$ cat src/rtl/display_sched_pkg.sv
`default_nettype none
// ============================================================================
//  display_sched_pkg
//  Shared scheduler state type and one-hot helper for the display scheduler.
//  Revision: 1.0
// ============================================================================
package display_sched_pkg;

    localparam int MAX_SRC = 8;

    typedef enum logic [1:0] {
        IDLE  = 2'd0,
        LATCH = 2'd1,
        SHOW  = 2'd2
    } sched_state_t;

    // Callers truncate the result to their own source count.
    function automatic logic [MAX_SRC-1:0] onehot(input logic [31:0] sel);
        onehot = MAX_SRC'(1) << sel;
    endfunction

endpackage
`default_nettype wire

$ cat src/rtl/rr_next_sel.sv
`default_nettype none
// ============================================================================
//  rr_next_sel
//  Combinational round-robin picker: first set request after ptr, wrapping.
//  Revision: 1.0
// ============================================================================
module rr_next_sel #(
    parameter int NUM_SRC = 4,
    parameter int SEL_W   = $clog2(NUM_SRC)
) (
    input  logic [NUM_SRC-1:0] req_i,
    input  logic [SEL_W-1:0]   ptr_i,
    output logic               found_o,
    output logic [SEL_W-1:0]   sel_o
);

    localparam int IW = SEL_W + 1;

    logic [IW-1:0] idx;

    // Walk offsets from farthest to nearest so the nearest hit wins.
    always_comb begin
        found_o = 1'b0;
        sel_o   = '0;
        idx     = '0;
        for (int k = NUM_SRC; k >= 1; k--) begin
            idx = IW'(ptr_i) + IW'(k);
            if (idx >= IW'(NUM_SRC)) begin
                idx = idx - IW'(NUM_SRC);
            end
            if (req_i[idx[SEL_W-1:0]]) begin
                found_o = 1'b1;
                sel_o   = idx[SEL_W-1:0];
            end
        end
    end

endmodule
`default_nettype wire

$ cat src/rtl/display_source_scheduler.sv
`default_nettype none
// ============================================================================
//  display_source_scheduler
//  Round-robin time-sharing of the seven-segment display and LEDs.
//  Revision: 1.0
// ============================================================================
module display_source_scheduler
    import display_sched_pkg::*;
#(
    parameter  int NUM_SRC      = 4,
    parameter  int DATA_W       = 16,
    parameter  int DWELL_CYCLES = 100_000_000,
    localparam int SEL_W        = $clog2(NUM_SRC),
    localparam int CNT_W        = $clog2(DWELL_CYCLES)
) (
    input  logic                      clk_i,
    input  logic                      rst_ni,
    input  logic [NUM_SRC*DATA_W-1:0] src_value_i,
    input  logic [NUM_SRC-1:0]        src_valid_i,
    input  logic                      hold_i,
    input  logic                      step_i,
    output logic [DATA_W-1:0]         disp_value_o,
    output logic [SEL_W-1:0]          disp_src_o,
    output logic                      disp_valid_o,
    output logic                      slot_start_o,
    output logic [NUM_SRC-1:0]        src_ack_o
);

    sched_state_t         state_q;
    logic [SEL_W-1:0]     ptr_q;
    logic [CNT_W-1:0]     cnt_q;
    logic [DATA_W-1:0]    disp_value_q;
    logic [SEL_W-1:0]     disp_src_q;
    logic                 disp_valid_q;
    logic                 slot_start_q;
    logic [NUM_SRC-1:0]   src_ack_q;

    logic [DATA_W-1:0]    src_arr [NUM_SRC];
    logic                 pick_found;
    logic [SEL_W-1:0]     pick_sel;
    logic                 expired;
    logic                 slot_end;

    for (genvar g = 0; g < NUM_SRC; g++) begin : g_unpack
        assign src_arr[g] = src_value_i[g*DATA_W +: DATA_W];
    end

    rr_next_sel #(
        .NUM_SRC (NUM_SRC),
        .SEL_W   (SEL_W)
    ) u_pick (
        .req_i   (src_valid_i),
        .ptr_i   (ptr_q),
        .found_o (pick_found),
        .sel_o   (pick_sel)
    );

    // An invalid on-screen source ends its slot even under hold.
    assign expired  = !hold_i && (cnt_q == CNT_W'(DWELL_CYCLES - 1));
    assign slot_end = expired || step_i || !src_valid_i[ptr_q];

    always_ff @(posedge clk_i or negedge rst_ni) begin
        if (!rst_ni) begin
            state_q      <= IDLE;
            ptr_q        <= SEL_W'(NUM_SRC - 1);
            cnt_q        <= '0;
            disp_value_q <= '0;
            disp_src_q   <= '0;
            disp_valid_q <= 1'b0;
            slot_start_q <= 1'b0;
            src_ack_q    <= '0;
        end else begin
            slot_start_q <= 1'b0;
            src_ack_q    <= '0;
            case (state_q)
                IDLE: begin
                    disp_valid_q <= 1'b0;
                    if (|src_valid_i) begin
                        state_q <= LATCH;
                    end
                end
                LATCH: begin
                    cnt_q <= '0;
                    if (pick_found) begin
                        disp_value_q <= src_arr[pick_sel];
                        disp_src_q   <= pick_sel;
                        ptr_q        <= pick_sel;
                        disp_valid_q <= 1'b1;
                        slot_start_q <= 1'b1;
                        src_ack_q    <= NUM_SRC'(onehot(32'(pick_sel)));
                        state_q      <= SHOW;
                    end else begin
                        disp_valid_q <= 1'b0;
                        state_q      <= IDLE;
                    end
                end
                SHOW: begin
                    if (slot_end) begin
                        state_q <= LATCH;
                    end else if (!hold_i) begin
                        cnt_q <= cnt_q + CNT_W'(1);
                    end
                end
                default: state_q <= IDLE;
            endcase
        end
    end

    assign disp_value_o = disp_value_q;
    assign disp_src_o   = disp_src_q;
    assign disp_valid_o = disp_valid_q;
    assign slot_start_o = slot_start_q;
    assign src_ack_o    = src_ack_q;

endmodule
`default_nettype wire

$ cat config.mk
export PLATFORM = sky130hd
export DESIGN_NAME = display_source_scheduler
export DESIGN_NICKNAME = d
export VERILOG_FILES = /design/src/rtl/display_sched_pkg.sv /design/src/rtl/rr_next_sel.sv /design/src/rtl/display_source_scheduler.sv
export SDC_FILE = /design/constraint.sdc
export NUM_CORES = 1
export LEC_CHECK = 0
export CAP_MARGIN = 25
export CORE_ASPECT_RATIO = 1.5
export CORE_MARGIN = 2
export CORE_UTILIZATION = 42
export DETAILED_ROUTE_END_ITERATION = 8
export PLACE_DENSITY_LB_ADDON = 0.3
export SYNTH_ARGS = -nofsm -noshare
export SYNTH_HDL_FRONTEND = slang
export SYNTH_SLANG_ARGS = --single-unit
$ cat constraint.sdc
create_clock -name clk_i -period 2.25 [get_ports clk_i]
set_input_delay 0.675 -clock clk_i [delete_from_list [all_inputs] [get_ports clk_i]]
set_output_delay 0.675 -clock clk_i [all_outputs]
set_load 0.05 [all_outputs]
==> results of run 1 <==
==> state kept, by name, summed over array words and instances, names as in the netlist <==
signal        cells
state_q           2
disp_src_o        2
disp_value_o     16
slot_start_o      1
disp_valid_o      1
src_ack_o         4
ptr_q             2
cnt_q            27
==> cell families after synthesis <==
group	after synthesis
xor+xnor	7
buf+inv	25
mux	36
simple gates	116
fa+ha+maj	1
flops	55
compound gates	63
==> Yosys cell counts, types with 7 or more instances <==
library cell	number	area, µm²
dfrtp_1	53	1330
nand2_1	42	158
mux2i_1	35	350
nor2_1	21	78.8
a21oi_1	20	100
o221ai_1	16	140
o21ai_0	11	55.1
clkbuf_1	10	37.5
or3_1	9	56.3
nand3_1	8	40.0
inv_1	7	26.3
xnor2_1	7	61.3
==> worst register-to-register path, stage by stage (launching register included) <==
cell and delay, ns:
dfrtp_1 0.42, ha_1 0.23, and4_1 0.29, and2_1 0.21, a311o_1 0.33, or4_1 0.49, a21oi_1 0.15
==> cell type report <==
class / instances / area share, %
tap: 78 / 2.20
timing repair buffer: 134 / 29.0
clock inverter: 2 / 0.789
sequential: 55 / 31.1
inverter: 7 / 0.592
clock buffer: 6 / 1.86
multi-input combinational: 225 / 34.5
==> layer usage <==
| metal | track usage (%) | vias to the layer above |
|---|---|---|
| met5 | 0 | - |
| met4 | 9.16 | 0 |
| met3 | 6.82 | 23 |
| met2 | 39.0 | 130 |
| met1 | 25.2 | 1393 |
| li1 | - | 1369 |
==> what timing repair did <==
action,CTS,global route
endpoints found under the setup margin,28,15
pin swaps,10,6
gates resized for setup,12,12
cloned,3,0
setup buffers,6,5
hold endpoints to repair,0,0
==> path summary, 6_finish.rpt <==
kind	start	slack [ns]	end
max in group asynchronous	rst_ni	1.31	src_ack_o[2]
min in group clk_i	disp_value_o[15]	0.50	disp_value_o[15]
setup / recovery	disp_src_o[1]	0.06	disp_src_o[1]
hold / removal	rst_ni	0.29	cnt_q[19]
setup reg to reg	cnt_q[0]	0.08	cnt_q[7]
hold reg to reg	disp_value_o[15]	0.50	disp_value_o[15]
==> metrics by stage <==
stage               instance area (µm²)  instances
detailed placement                 4140        485
floorplan                          2930        303
finish                             4440        507
CTS                                4380        502
global route                       4440        507
global placement                   4140        485
==> power by group through the flow <==
stage                     Sequential (mW)  Clock [mW]  Combinational [mW]
after floorplan                      2.06           0               0.857
after global placement               1.41           0                2.43
after detailed placement             1.41           0                2.47
after CTS                            1.40       0.697                2.58
after global routing                 1.43       0.731                2.77
final                                1.41       0.693                2.61
==> results.sh, run 1 <==
export IMPL_pwr_density_cell_nw_per_um2=1060
export IMPL_drt_met1_wl_um=3160
export IMPL_synthAdderAreaFrac_pct=0.427
export IMPL_antenna_found_initial=0
export IMPL_viasPerCell=5.75
export IMPL_clkTransAtPathRegs_ns=0.10
export IMPL_maxSlewViolCount=0
export IMPL_grt_pass1_wl_um=13800
export IMPL_top_level_ports=96
export IMPL_crit_cells=1
export IMPL_outcome="finished, final reports clean"
export IMPL_cp_slowest_stage_delay_ns=0.82
export IMPL_yosys_most_used_dff="dfrtp_1"
export IMPL_cts_root_buf="clkbuf_8"
export IMPL_synth_compound_area_share_pct=14.4
export IMPL_clock_skew_ns=0.00629
export IMPL_fin_ws_ns=0.0635
export IMPL_die_area_um2=7680
export IMPL_ys_warn_count=0
export IMPL_grt_total_usage_pct=22.5
export IMPL_leakagePower_nw=1.97
export IMPL_path_buf_inv=1
export IMPL_layout_commonest_cell="clkdlybuf4s50_1"
export IMPL_comb_power_share_pct=55.4
export IMPL_cts_htree_levels=2
export IMPL_design_power_total_mw=4.70
export IMPL_crit_path_max_fanout=2
export IMPL_cts_tree="built"
export IMPL_ys_seq_area_share_pct=47.0
export IMPL_clockPowerShare_pct=14.7
export IMPL_timing_worst_setup_path_type="reg -> out"
export IMPL_critPathTopFamily="buffers and inverters"
export IMPL_multi_input_area_um2=1530
export IMPL_setup_viol=0
export IMPL_fin_crit_ns=2.19
export IMPL_ff_latch_area_um2=1380
export IMPL_synth_edf_count=0
export IMPL_rows=37
export IMPL_num_vias=2915
export IMPL_intPower_mw=2.68
export IMPL_ant_nets=0
export IMPL_maxSlewHeadroom_pct=65.1
export IMPL_dpl_hpwl_um=5790
export IMPL_crit_slowest_cell="clkdlybuf4s50_1"
export IMPL_max_freq_mhz=457
export IMPL_arrival_ns=1.51
export IMPL_synth_xor_area_share_pct=2.09
export IMPL_cts_sinks=55
export IMPL_syn_instance_count=303
export IMPL_synth_mux_area_share_pct=12.7
export IMPL_die_w_um=72.2
export IMPL_utilization_pct=65.3
export IMPL_grt_max_degree=24
export IMPL_worst_slew_pin_slew_ns=0.521
export IMPL_cts_hold_buf=0
export IMPL_hold_path_class="in -> async"
export IMPL_finalCritPeriodShare_pct=97.2
export IMPL_die_y_um=106
export IMPL_switching_share_pct=43.1
export IMPL_wl_um=8260
export IMPL_syn_avg_cell_area_um2=9.68
export IMPL_firstDrtPassIters=5
export IMPL_area_delta_synth_final_pct=51.5
export IMPL_crit_required_ns=1.57
export IMPL_pre_cts_ws_ns=-0.516
export IMPL_netlist_area_um2=2930
export IMPL_endpoint_kind="output port"
export IMPL_start_util_pct=43.1
export IMPL_fin_hold_ws_ns=0.287
export IMPL_worst_setup_path_start_kind="register"
export IMPL_worstSkewPairLatency_ns=0.31
export IMPL_gr_total_overflow=0
export IMPL_peakVddDrop_mv=0.659
export IMPL_cap_violations=0
export IMPL_drtIter0Drc=242
export IMPL_synth_nets=376
export IMPL_synth_top_family_by_area="simple AND/OR/NAND/NOR gates"
export IMPL_fin_setup_tns_ns=0
export IMPL_top_layer_used="met4"
export IMPL_cp_cell_sequence="clkdlybuf4s50_1"
export IMPL_synth_cell_types=37
export IMPL_drive_gt1_share_pct=16.6
export IMPL_final_cell_mix="clkdlybuf4s50_1, dfrtp_1, nand2_1"
export IMPL_insertedDiodeCount=0
export IMPL_hold_viol=0
export IMPL_synthSimpleGateAreaFrac_pct=19.8
export IMPL_p_sw_mw=2.03
export IMPL_fillers=551
export IMPL_cts_buffers=5
export IMPL_gp_congestion=0.783
export IMPL_layout_nets=501
export IMPL_first_global_vias=3028
export IMPL_port_buffers=95
export IMPL_seq_power_share_pct=29.9
export IMPL_wl_met3_um=649
export IMPL_drc=0
export IMPL_cts_path_max_buffers=2
export IMPL_rr_worst_depth=6
export IMPL_wl_per_cell_um=16.3
export IMPL_wl_met2_um=4220
export IMPL_synthArstFlopShare_pct=100
export IMPL_postSynthRegisterBits=55
export IMPL_core_area_um2=6810
No activity file was read; power rests on OpenSTA's default activity.
==> run 2, diff against run 1 <==
--- a/config.mk
+++ b/config.mk
@@ -7,7 +7,7 @@
 export LEC_CHECK = 0
 export CAP_MARGIN = 25
 export CORE_ASPECT_RATIO = 1.5
-export CORE_MARGIN = 2
+export CORE_MARGIN = 1.5
 export CORE_UTILIZATION = 42
 export DETAILED_ROUTE_END_ITERATION = 8
 export PLACE_DENSITY_LB_ADDON = 0.3
==> run 2 against run 1 <==
Effect of this change:
- via count down 3.8%
- sequential power about the same
- count of clock-buffer cells in the layout down 1
- sequential share of layout area rose by 1.0 points
- core utilization decreased by 2.1 points
- combinational power is 7.7% lower
- first-iteration DRC count fell by 45%
- global-route usage decreased by 0.48 points
- critical path depth did not move
- highest routed layer unchanged
==> results.sh, run 2 (synthesis gave the netlist of run 1 again) <==
export IMPL_largest_register_ffs=27
export IMPL_rsz0062_at_grt="no"
export IMPL_gr_total_overflow=0
export IMPL_cp_slowest_stage_delay_ns=0.82
export IMPL_pwr_density_cell_nw_per_um2=1030
export IMPL_critPathTopFamily="buffers and inverters"
export IMPL_drive_gt1_share_pct=13.0
export IMPL_multi_input_area_um2=1490
export IMPL_dpl_hpwl_um=5700
export IMPL_crit_path_max_fanout=2
export IMPL_area_delta_synth_final_pct=46.5
export IMPL_final_cell_mix="clkdlybuf4s50_1, dfrtp_1, nand2_1"
export IMPL_insertedDiodeCount=0
export IMPL_fin_crit_ns=2.19
export IMPL_die_y_um=105
export IMPL_drc=0
export IMPL_finalCritPeriodShare_pct=97.3
export IMPL_core_area_um2=6810
export IMPL_top_level_ports=96
export IMPL_worstSkewPairLatency_ns=0.32
export IMPL_ant_nets=0
export IMPL_num_vias=2805
export IMPL_gp_congestion=0.876
export IMPL_die_w_um=71.2
export IMPL_utilization_pct=63.1
export IMPL_crit_slowest_cell="clkdlybuf4s50_1"
export IMPL_clkTransAtPathRegs_ns=0.11
export IMPL_cap_violations=0
export IMPL_cts_sinks=55
export IMPL_cts_tree="built"
export IMPL_cts_hold_buf=0
export IMPL_place_area_um2=4140
export IMPL_maxSlewViolCount=0
export IMPL_wl_um=7840
export IMPL_path_buf_inv=1
export IMPL_timing_worst_setup_path_type="reg -> out"
export IMPL_first_global_vias=2923
export IMPL_clock_skew_ns=0.00848
export IMPL_hold_path_class="in -> async"
export IMPL_reg2reg_slack_ns=0.07
export IMPL_cts_path_max_buffers=2
export IMPL_arrival_ns=1.51
export IMPL_top_register="cnt_q"
export IMPL_worst_slew_pin_slew_ns=0.535
export IMPL_maxSlewHeadroom_pct=64.2
export IMPL_fillers=556
export IMPL_drtIter0Drc=132
export IMPL_rows=37
export IMPL_grt_pass1_wl_um=13400
export IMPL_crit_required_ns=1.57
export IMPL_die_area_um2=7500
export IMPL_firstDrtPassIters=4
export IMPL_cts_root_buf="clkbuf_8"
export IMPL_max_freq_mhz=457
export IMPL_worst_setup_path_start_kind="register"
export IMPL_viasPerCell=5.68
export IMPL_leakagePower_nw=1.89
export IMPL_layoutNonFillerInstCount=494
export IMPL_endpoint_kind="output port"
export IMPL_wl_per_cell_um=15.9
export IMPL_port_buffers=95
export IMPL_hold_viol=0
export IMPL_antenna_found_initial=0
export IMPL_layout_commonest_cell="clkdlybuf4s50_1"
export IMPL_cts_buffers=5
export IMPL_final_cell_area_um2=4300
export IMPL_fin_setup_tns_ns=0
export IMPL_dp_cells=483
export IMPL_cts_htree_levels=2
export IMPL_start_util_pct=43.1
export IMPL_grt_total_usage_pct=22.1
export IMPL_peakVddDrop_mv=0.637
export IMPL_cp_cell_sequence="clkdlybuf4s50_1"
export IMPL_grt_max_degree=38
export IMPL_outcome="finished, final reports clean"
export IMPL_setup_viol=0
export IMPL_ff_latch_area_um2=1380
export IMPL_fin_hold_ws_ns=0.289
export IMPL_layout_nets=488
==> run 2: area by class of cell <==
cell class / instances / share of cell area, %
multi-input cells: 223 / 34.8
flip-flops and latches: 55 / 32.1
repair buffers: 123 / 28.1
well taps: 78 / 2.27
clock buffers: 5 / 1.60
clock inverters: 3 / 0.612
inverters: 7 / 0.612
==> run 2: path summary, 6_finish.rpt <==
path | startpoint | to | cells past startpoint
min in group clk_i | disp_value_o[6] | disp_value_o[6] | 2
max in group asynchronous | rst_ni | ptr_q[1] | 2
worst min register to register | disp_value_o[6] | disp_value_o[6] | 2
worst max register to register | ptr_q[1] | cnt_q[25] | 6
worst max-delay path | disp_value_o[2] | disp_value_o[2] | 1
worst min-delay path | rst_ni | cnt_q[16] | 1
==> run 2: layer usage <==
layer  share of wire [%]  routed length (µm)  track usage [%]
met5                   0                   0                0
met4                 2.6                 201             9.43
met3                 5.9                 464             4.30
met2                  52                4040             38.4
met1                  40                3130             25.9
==> run 2: through the flow <==
step | worst slack, ns | power (mW)
floorplan | 0.124 | 2.92
global route | 0.00731 | 4.65
detailed placement | -0.440 | 3.85
global placement | -0.388 | 3.82
finish | 0.0603 | 4.42
CTS | 0.0456 | 4.46
==> run 2: power by group <==
part	total [mW]	internal [mW]	switching, mW
logic	2.41	0.936	1.48
registers	1.41	1.24	0.163
clock network	0.601	0.232	0.369
==> run 2: what timing repair did <==
action                                  CTS  global route
cloned                                    1             0
pin swaps                                 7             4
resized for setup                        10             7
endpoints found under the setup margin   14             9
setup buffers                             2             0
==> run 3, diff against run 2 <==
--- a/config.mk
+++ b/config.mk
@@ -5,7 +5,6 @@
 export SDC_FILE = /design/constraint.sdc
 export NUM_CORES = 1
 export LEC_CHECK = 0
-export CAP_MARGIN = 25
 export CORE_ASPECT_RATIO = 1.5
 export CORE_MARGIN = 1.5
 export CORE_UTILIZATION = 42
==> results of run 3 <==
No change in the layout: final DEF, timing and power equal those of run 2.
